**config.mk**
```make
export PLATFORM = sky130hd
export DESIGN_NAME = keypad_emulator
export DESIGN_NICKNAME = d
export VERILOG_FILES = /design/src/rtl/keypad_emulator.sv
export SDC_FILE = /design/constraint.sdc
export NUM_CORES = 1
export LEC_CHECK = 0
export ABC_AREA = 0
export CAP_MARGIN = 20
export CORE_MARGIN = 8
export CORE_UTILIZATION = 60
export CTS_BUF_LIST = sky130_fd_sc_hd__clkbuf_8
export DETAILED_ROUTE_END_ITERATION = 6
export DONT_BUFFER_PORTS = 1
export PLACE_DENSITY = 0.81
export SYNTH_ARGS = -nofsm -noshare
export SYNTH_HDL_FRONTEND = slang
export SYNTH_SLANG_ARGS = --single-unit
```
**constraint.sdc**
```tcl
create_clock -name clk -period 6.9 [get_ports clk]
set_input_delay 1.38 -clock clk [delete_from_list [all_inputs] [get_ports clk]]
set_output_delay 1.38 -clock clk [all_outputs]
set_load 0.005 [all_outputs]
```
**src/rtl/keypad_emulator.sv**
```systemverilog
// keypad_emulator: passive 4x4 keypad model that answers an active-low row scan with
// active-low columns, including LFSR-driven contact bounce on press and release
module keypad_emulator #(
  parameter int         BOUNCE_CYCLES = 8,
  parameter int         GAP_CYCLES    = 16,
  parameter logic [7:0] SEED          = 8'hA5
) (
  input  logic        clk,
  input  logic        reset,
  input  logic        cmd_valid,
  output logic        cmd_ready,
  input  logic [3:0]  cmd_key,
  input  logic [15:0] cmd_hold,
  input  logic [3:0]  rows,
  output logic [3:0]  cols,
  output logic        busy,
  output logic        done
);
  typedef enum logic [2:0] {IDLE, PRESS, HELD, REL, GAP} state_t;
  localparam logic [7:0]  LFSR_INIT = (SEED == 8'h00) ? 8'h01 : SEED;
  localparam logic [15:0] B_LOAD    = 16'(BOUNCE_CYCLES - 1);
  localparam logic [15:0] G_LOAD    = 16'(GAP_CYCLES - 1);
  // nibble k holds {row,col} of hex key k
  localparam logic [63:0] KEY_MAP   = 64'hFB73_ECA9_8654_210D;
  state_t      r_state;
  logic [3:0]  r_key;
  logic [15:0] r_hold;
  logic [15:0] r_cnt;
  logic [7:0]  r_lfsr;
  logic        r_done;
  logic        w_bounce;
  logic        w_last;
  logic        w_contact;
  logic        w_hit;
  logic [3:0]  w_map;
  assign w_bounce  = (r_state == PRESS) || (r_state == REL);
  assign w_last    = r_cnt == 16'd0;
  assign w_contact = (r_state == HELD) || (w_bounce && r_lfsr[0]);
  assign w_map     = KEY_MAP[{r_key, 2'b00} +: 4];
  assign w_hit     = w_contact && !rows[w_map[3:2]];
  assign cols      = ~(4'(w_hit) << w_map[1:0]);
  assign cmd_ready = r_state == IDLE;
  assign busy      = ~cmd_ready;
  assign done      = r_done;
  always_ff @(posedge clk) begin
    if (reset) begin
      r_state <= IDLE;
      r_key   <= 4'h0;
      r_hold  <= 16'd0;
      r_cnt   <= 16'd0;
      r_lfsr  <= LFSR_INIT;
      r_done  <= 1'b0;
    end else begin
      r_done <= (r_state == GAP) && w_last;
      if (w_bounce) r_lfsr <= {r_lfsr[6:0], r_lfsr[7] ^ r_lfsr[5] ^ r_lfsr[4] ^ r_lfsr[3]};
      case (r_state)
        IDLE: if (cmd_valid) begin
          r_state <= PRESS;
          r_key   <= cmd_key;
          r_hold  <= (cmd_hold == 16'd0) ? 16'd1 : cmd_hold;
          r_cnt   <= B_LOAD;
        end
        PRESS: begin
          r_state <= w_last ? HELD : PRESS;
          r_cnt   <= w_last ? r_hold - 16'd1 : r_cnt - 16'd1;
        end
        HELD: begin
          r_state <= w_last ? REL : HELD;
          r_cnt   <= w_last ? B_LOAD : r_cnt - 16'd1;
        end
        REL: begin
          r_state <= w_last ? GAP : REL;
          r_cnt   <= w_last ? G_LOAD : r_cnt - 16'd1;
        end
        GAP: begin
          r_state <= w_last ? IDLE : GAP;
          r_cnt   <= w_last ? 16'd0 : r_cnt - 16'd1;
        end
        default: r_state <= IDLE;
      endcase
    end
  end
endmodule
```
Yosys cells after proc, flatten, opt, wreduce, memory -nomap -nowiden
Cells that the tools add are included.
Widths: inputs -> output; s select.
{"block": "op_classes", "add_sub_neg": 2, "magnitude_cmp": 1, "n_eq_ne": 5, "n_shift": 2, "n_mux": 15, "n_bitwise": 5, "n_reduce_logical": 12}
{"operator": "$mux 16", "count": 6}
{"operator": "$pmux 16 s5", "count": 1}
{"operator": "$shiftx 64x7->4 const A", "count": 1}
{"operator": "$logic_not 16->1", "count": 2}
{"operator": "$sub 16x1->16 const B", "count": 2}
{"operator": "$pmux 3 s5", "count": 1}
{"operator": "$mux 3", "count": 3}
{"operator": "$eq 3x2->1 const B", "count": 2}
{"operator": "$reduce_bool 5->1", "count": 1}
{"operator": "$not 4->4", "count": 1}
{"operator": "$reduce_and 2->1", "count": 2}
{"operator": "$shl 1x2->4", "count": 1}
{"operator": "$eq 3x1->1 const B", "count": 1}
{"operator": "$eq 3x3->1 const B", "count": 1}
{"operator": "$logic_and 1x1->1", "count": 3}
{"operator": "$logic_not 3->1", "count": 1}
{"operator": "$lt 2x3->1 const B", "count": 1}
{"operator": "$xor 1x1->1", "count": 3}
{"operator": "$bmux 1 s2", "count": 1}
{"operator": "$logic_or 1x1->1", "count": 2}
{"operator": "$mux 1", "count": 2}
{"operator": "$mux 2", "count": 1}
{"operator": "$ne 2x2->1 const B", "count": 1}
{"operator": "$logic_not 1->1", "count": 1}
{"operator": "$not 1->1", "count": 1}
{"block": "totals", "regBits": 48, "input_bits": 27, "output_inout_bits": 7}

Logic depth before layout (Yosys ltp)
Gate-level depths: netlist of run 1.
{"block": "logic_depth", "depth_word": 7, "depth_mapped": 9}

Worst setup path after synthesis of run 1
No wires, ideal clock.
{"block": "synth_path", "path_type": "input to output", "startpoint": "input rows[3]", "endpoint": "output cols[1]", "arrival_ps": 2305, "required_ps": 5520, "path_slack_ps": 3215, "cell_stages": 5, "path_cell_list": "or3b_2 -> a21oi_1 -> o21ba_2 -> a211oi_1 -> o21ai_0"}
{"block": "synth_via", "elab_chain_cells": 6}
{"item": "start: declaration", "line_no": "14", "source": "input logic [3:0] rows,"}
{"item": "$bmux 1 s2", "line_no": "40", "source": "assign w_hit = w_contact && !rows[w_map[3:2]];"}
{"item": "$mux 1 (not written as such)", "line_no": "40"}
{"item": "$logic_not 1->1", "line_no": "40"}
{"item": "$logic_and 1x1->1", "line_no": "40"}
{"item": "$shl 1x2->4", "line_no": "41", "source": "assign cols = ~(4'(w_hit) << w_map[1:0]);"}
{"item": "$not 4->4", "line_no": "41"}
{"item": "end: declaration", "line_no": "15", "source": "output logic [3:0] cols,"}
Every way passes these cells. The select of a mux whose other input is x is not followed.

Final worst setup path of run 1
Ends and elaborated chain as after synthesis.

==> impl_metrics.yaml, run 1 <==
detailed_routing:
  vias_per_cell: 6.455
  drt-initial-drc-count: 246
  ant_nets: 0
  totalWireLength_um: 7311
  wl_per_cell_um: 16.81
  drc: 0
  drtPass1Iterations: 5
  route.vias.total: 2808
placement:
  place_congestion: 0.9196
  hpwl_um: 5236
  dpl-instance-area_sq_um: 2884
  io_buffers: 0
  dpl_worst_slack_ps: 3081
final_layout:
  area_growth_pct: 1.710
  nets: 396
  drive_gt1_share_pct: 6.250
  num_antenna_cells: 0
  final_cell_area_sq_um: 2978
  nFillCells: 432
sta:
  fin_ws_ps: 3102
  finalSetupViolCount: 0
  fin_skew_ps: 13.13
  fin_crit_ps: 3798
  period_share_pct: 55.04
  report.final.slew_viol_count: 0
  tightest_slew_ps: 889.1
  max_freq_mhz: 263.3
  relSlewSlack_pct: 40.60
  finalSetupTns_ps: 0
  rsz0062_at_grt: "false"
  finalHoldViolations: 0
pwr:
  p_seq_share_pct: 36.7
  p_switching_mw: 0.4872
  switching_share_pct: 44.88
  cellLeakagePower_nw: 1.043
  power_density_nw_per_um2: 364.5
  power.internal_mw: 0.5983
  power_mw: 1.086
  p_comb_share_pct: 46.9
  peakVddDrop_mv: 0.2288
  power_frac_clock_pct: 16.5
synthesis:
  async_reset_ff_share_pct: 0
  yosysTopAreaCellShare_pct: 32.82
  synth-edff-count: 0
  synth_warnings: 0
  synthDistinctLibCells: 65
  ys_ff_latch: 48
  syn_area_sq_um: 2928
  synth_fp_nets: 417
  syn_area_per_cell_sq_um: 7.546
  syn_inst: 388
  synth_top_area_cell: "dfxtp_1"
  seq_area_frac_synth_pct: 32.82
  synth_area_leaders: "dfxtp_1 (33%), nand2_1 (9.0%), a21oi_1 (5.6%), o21ai_0 (3.9%), xnor2_1 (3.0%)"
  ys.flop_type: "dfxtp_1"
clocking:
  clk_latency_ps: 310
  post-cts-setup-buffers: 0
  path_clk_slew_ps: 90
  cts_buffer_depth: 2
  cts_resized: 0
  root_buffer: "clkbuf_8"
  cts_buffers: 5
  cts_tree: "built"
  holdBufCountCts: 0
  htree_levels: 2
  clock_sinks: 48
grt:
  grt_use_total_pct: 19.99
  grt_pass1_wl_um: 12010
  antenna_found_initial: 0
  globalRouteOverflowTotal: 0
  grt_max_degree: 44
  grt_pass1_vias: 2518
floorplan:
  die_height_um: 85.86
  core_sq_um: 4723
  die_w_um: 85.86
  fp.dieArea_sq_um: 7371
  fp-row-count: 25
  num_io_pins: 34
  initial_core_util_pct: 61.99
outcome:
  status: "finished, final reports clean"
setup_path:
  worst-setup-path-type: "in -> out"
  critPathMaxStageDelay_ps: 380
  cp_max_fo: 4
  crit_start: "rows[3]"
  cp_cell_sequence: "or3b_2 > a21oi_1 > o21ba_2 > a211oi_1 > o21ai_0"
  end_kind: "output pin"
  crit_required_ps: 5520
  cp_slowest_cell: "a211oi_1"
  r2r-start: "r_cnt[0]$_SDFFE_PP0P_"
  worstPathArrival_ps: 2420
  start_kind: "input port"
worst_hold_path:
  hold_start: "r_lfsr[2]$_SDFFE_PP1N_"
  worstHoldPathType: "reg -> reg"
flow_run:
  maxCapViolCount: 0
==> stage by stage <==
stage | std cells | hold WS (ps) | util, %
final | 435 | 454.2 | 63.05
after detailed placement | 427 | 444.5 | 61.06
after floorplan | 388 | 432.1 | -
after CTS | 435 | 456.3 | 63.05
after global routing | 435 | 478.4 | 63.05
after global placement | 427 | 430.9 | 61.06
==> kinds of logic after synthesis <==
logic type	synth area share, %
adders and majority gates	0.8546
DFF	32.82
muxes	1.368
AOI/OAI and AO/OA	22.22
and+or+nand+nor	32.69
xor gates and xnor gates	4.786
buffers and inverters	5.256
==> cell type report <==
class	instances	area, sq um	area share [%]
multi-input combinational	305	1813	60.88
sequential	48	960.9	32.27
tap	67	83.83	2.815
clock buffer	6	82.58	2.773
inverter	7	26.28	0.8824
clock inverter	2	11.26	0.3782
==> power groups by stage <==
stage / Sequential [mW] / Clock [mW] / Combinational (mW)
after floorplan: 0.372 / 0 / 0.451
after global placement: 0.400 / 0 / 0.490
after detailed placement: 0.402 / 0 / 0.495
after CTS: 0.396 / 0.178 / 0.499
after global routing: 0.408 / 0.189 / 0.559
final: 0.398 / 0.179 / 0.509
==> sequential cells by signal, summed over array words and instances (netlist names) <==
signal	count
r_cnt	16
r_hold	16
r_lfsr	8
r_key	4
r_state	3
done	1
==> synth_stat cells, types with 7 or more instances <==
| cell | count |
|---|---|
| xnor2_1 | 10 |
| a21oi_1 | 33 |
| nand2b_1 | 7 |
| o21ai_0 | 23 |
| o21ai_1 | 8 |
| nand3_1 | 13 |
| clkbuf_1 | 17 |
| nor4_1 | 11 |
| nor3_1 | 15 |
| nand2_1 | 70 |
| nor2_1 | 20 |
| or4_1 | 8 |
| dfxtp_1 | 48 |
==> per-layer routing <==
layer,GRT usage (%),wire length (um),vias up
met5,0,0,-
met4,6.210,90,0
met3,4.394,577,8
met2,31.17,3413,119
met1,26.62,3230,1317
li1,-,-,1364
==> layout by cell type, fill, tap and decap left out, types with 7 or more instances in the layout <==
master and n:
nand2_1 70, dfxtp_1 48, a21oi_1 33, o21ai_0 23, nor2_1 20, nor3_1 15, nand3_1 13, nor4_1 11
xnor2_1 10, or4_1 8, o21ai_1 8, inv_1 7, nand2b_1 7
==> worst max-delay path: cells and delay by family <==
kind	cells	cell delay [ps]
AOI/OAI and AO/OA	4	870
and+or+nand+nor	1	170
==> worst paths after layout <==
kind	to	slack [ps]	cells past startpoint
worst max-delay path	cols[1]	3100	5
worst min-delay path	r_lfsr[3]$_SDFFE_PP0N_	450	2
worst max register to register	r_cnt[7]$_SDFFE_PP0P_	4270	7
worst min register to register	r_lfsr[3]$_SDFFE_PP0N_	450	2
Note: power is estimated with default switching activity, not from simulation.
==> run 2, diff against run 1 <==
clock period = 3.7 ns   (was 6.9 ns; I/O delays follow)
==> impl_metrics.yaml, run 2 (synthesized netlist as in run 1, its figures left out) <==
sta:
  max_freq_mhz: 364.0
  finalHoldViolations: 0
  rsz0062_at_grt: "false"
  finalSetupTns_ps: 0
  tightest_slew_ps: 921.6
  fin_crit_ps: 2748
  timing.hold.ws_ps: 461.7
  relSlewSlack_pct: 38.43
  period_share_pct: 74.26
  fin_skew_ps: 11.47
  finalSetupViolCount: 0
  report.final.slew_viol_count: 0
pwr:
  power_mw: 2.002
  peakVddDrop_mv: 0.4227
  cellLeakagePower_nw: 1.040
  power_density_nw_per_um2: 673.4
floorplan:
  initial_core_util_pct: 61.99
  fp-row-count: 25
  fp.dieArea_sq_um: 7371
  die_height_um: 85.86
  num_io_pins: 34
  die_w_um: 85.86
  core_sq_um: 4723
clocking:
  cts_buffer_depth: 2
  path_clk_slew_ps: 80
  root_buffer: "clkbuf_8"
  post-cts-setup-buffers: 0
  clk_latency_ps: 310
  clock_sinks: 48
  cts_buffers: 5
  cts_resized: 0
  holdBufCountCts: 0
  cts_tree: "built"
  htree_levels: 2
setup_path:
  rr_endpoint: "r_cnt[4]$_SDFFE_PP0P_"
  worst-r2r-setup-slack_ps: 1100
  cp_slowest_cell: "dfxtp_1"
  end_kind: "output pin"
  crit_top_cell: "o21ai_0"
  crit_start: "r_state[1]$_SDFFE_PP0P_"
  critPathMaxStageDelay_ps: 700
  r2r-start: "r_cnt[0]$_SDFFE_PP0P_"
  cp_cell_sequence: "mux2i_1 > nor2_1 > o21ai_0 > a211oi_1 > o21ai_0"
  crit_required_ps: 2960
  crit_path_end: "cols[1]"
  cp_max_fo: 17
  worst-setup-path-type: "reg -> out"
  start_kind: "register"
  r2r_cells: 7
  worstPathArrival_ps: 2010
detailed_routing:
  wl_per_cell_um: 16.79
  ant_nets: 0
  drtPass1Iterations: 5
  vias_per_cell: 6.428
  totalWireLength_um: 7305
  drt-initial-drc-count: 289
  drc: 0
  route.vias.total: 2796
grt:
  antenna_found_initial: 0
  globalRouteOverflowTotal: 0
  grt_max_degree: 44
  grt_pass1_vias: 2500
  grt_use_total_pct: 20.38
  grt_pass1_wl_um: 12360
final_layout:
  drive_gt1_share_pct: 6.522
  nFillCells: 418
  final_common_cell: "nand2_1"
  area_growth_pct: 1.538
  ff_latch_area_sq_um: 960.9
  nets: 397
  layout_common_cells: "nand2_1 (70), dfxtp_1 (48), a21oi_1 (33)"
  num_antenna_cells: 0
  multi_input_comb_area_sq_um: 1813
  top_regs: "r_cnt (16), r_hold (16), r_lfsr (8)"
  utilization_pct: 62.94
outcome:
  status: "finished, final reports clean"
worst_hold_path:
  worstHoldPathType: "reg -> reg"
placement:
  hpwl_um: 5261
  place_congestion: 0.9375
  io_buffers: 0
flow_run:
  maxCapViolCount: 0
==> run 2: cell count changes in the layout (fill, tap and decap cells not counted), sizes merged <==
cell,delta
buf,+1
clkbuf,-1
clkinv,+1
inv,-1
==> run 2: final cells by class <==
cell class,instances,share of cell area [%]
multi-input cells,305,60.98
flip-flops and latches,48,32.32
clock buffers,5,2.315
repair buffers,1,0.2525
inverters,7,0.8838
clock inverters,2,0.4209
well taps,67,2.820
==> run 2: how the worst min path moves through the flow <==
stage                                 startpoint                      to  slack (ps)  cells past startpoint
after CTS                 r_lfsr[2]$_SDFFE_PP1N_  r_lfsr[3]$_SDFFE_PP0N_         460                      2
after floorplan           r_lfsr[2]$_SDFFE_PP1N_  r_lfsr[3]$_SDFFE_PP0N_         430                      2
final                     r_lfsr[6]$_SDFFE_PP0N_  r_lfsr[6]$_SDFFE_PP0N_         460                      2
after global routing                       reset  r_hold[1]$_SDFFE_PP0P_         480                      1
after global placement    r_lfsr[2]$_SDFFE_PP1N_  r_lfsr[3]$_SDFFE_PP0N_         430                      2
after detailed placement  r_lfsr[2]$_SDFFE_PP1N_  r_lfsr[3]$_SDFFE_PP0N_         440                      2
==> run 2: critical path: cells and delay by family (launching register included) <==
kind	cells	cell delay [ps]
compound gates	3	710
flops	1	700
simple gates	1	150
mux	1	140
==> run 2: where the power goes <==
part / total (mW) / internal, mW / leakage (nW) / switching [mW]
logic: 0.946 / 0.360 / 0.606 / 0.586
clock network: 0.311 / 0.128 / 0.0400 / 0.183
registers: 0.745 / 0.609 / 0.394 / 0.136
==> run 2: layer usage <==
metal	routed length (um)	vias up	part of all wire [%]	global-route usage, %
li1	-	1368	-	-
met1	3246	1319	44	26.32
met2	3418	94	47	32.02
met3	494	15	6.8	5.253
met4	146	0	2.0	6.847
met5	0	-	0	0
==> run 2: metrics by stage <==
stage | area [sq um] | worst slack, ps | cells
after floorplan | 2928 | 1295 | 388
after global placement | 2892 | 1221 | 428
after detailed placement | 2892 | 1179 | 428
after CTS | 2973 | 936.7 | 435
after global routing | 2973 | 652.6 | 435
final | 2973 | 952.5 | 435
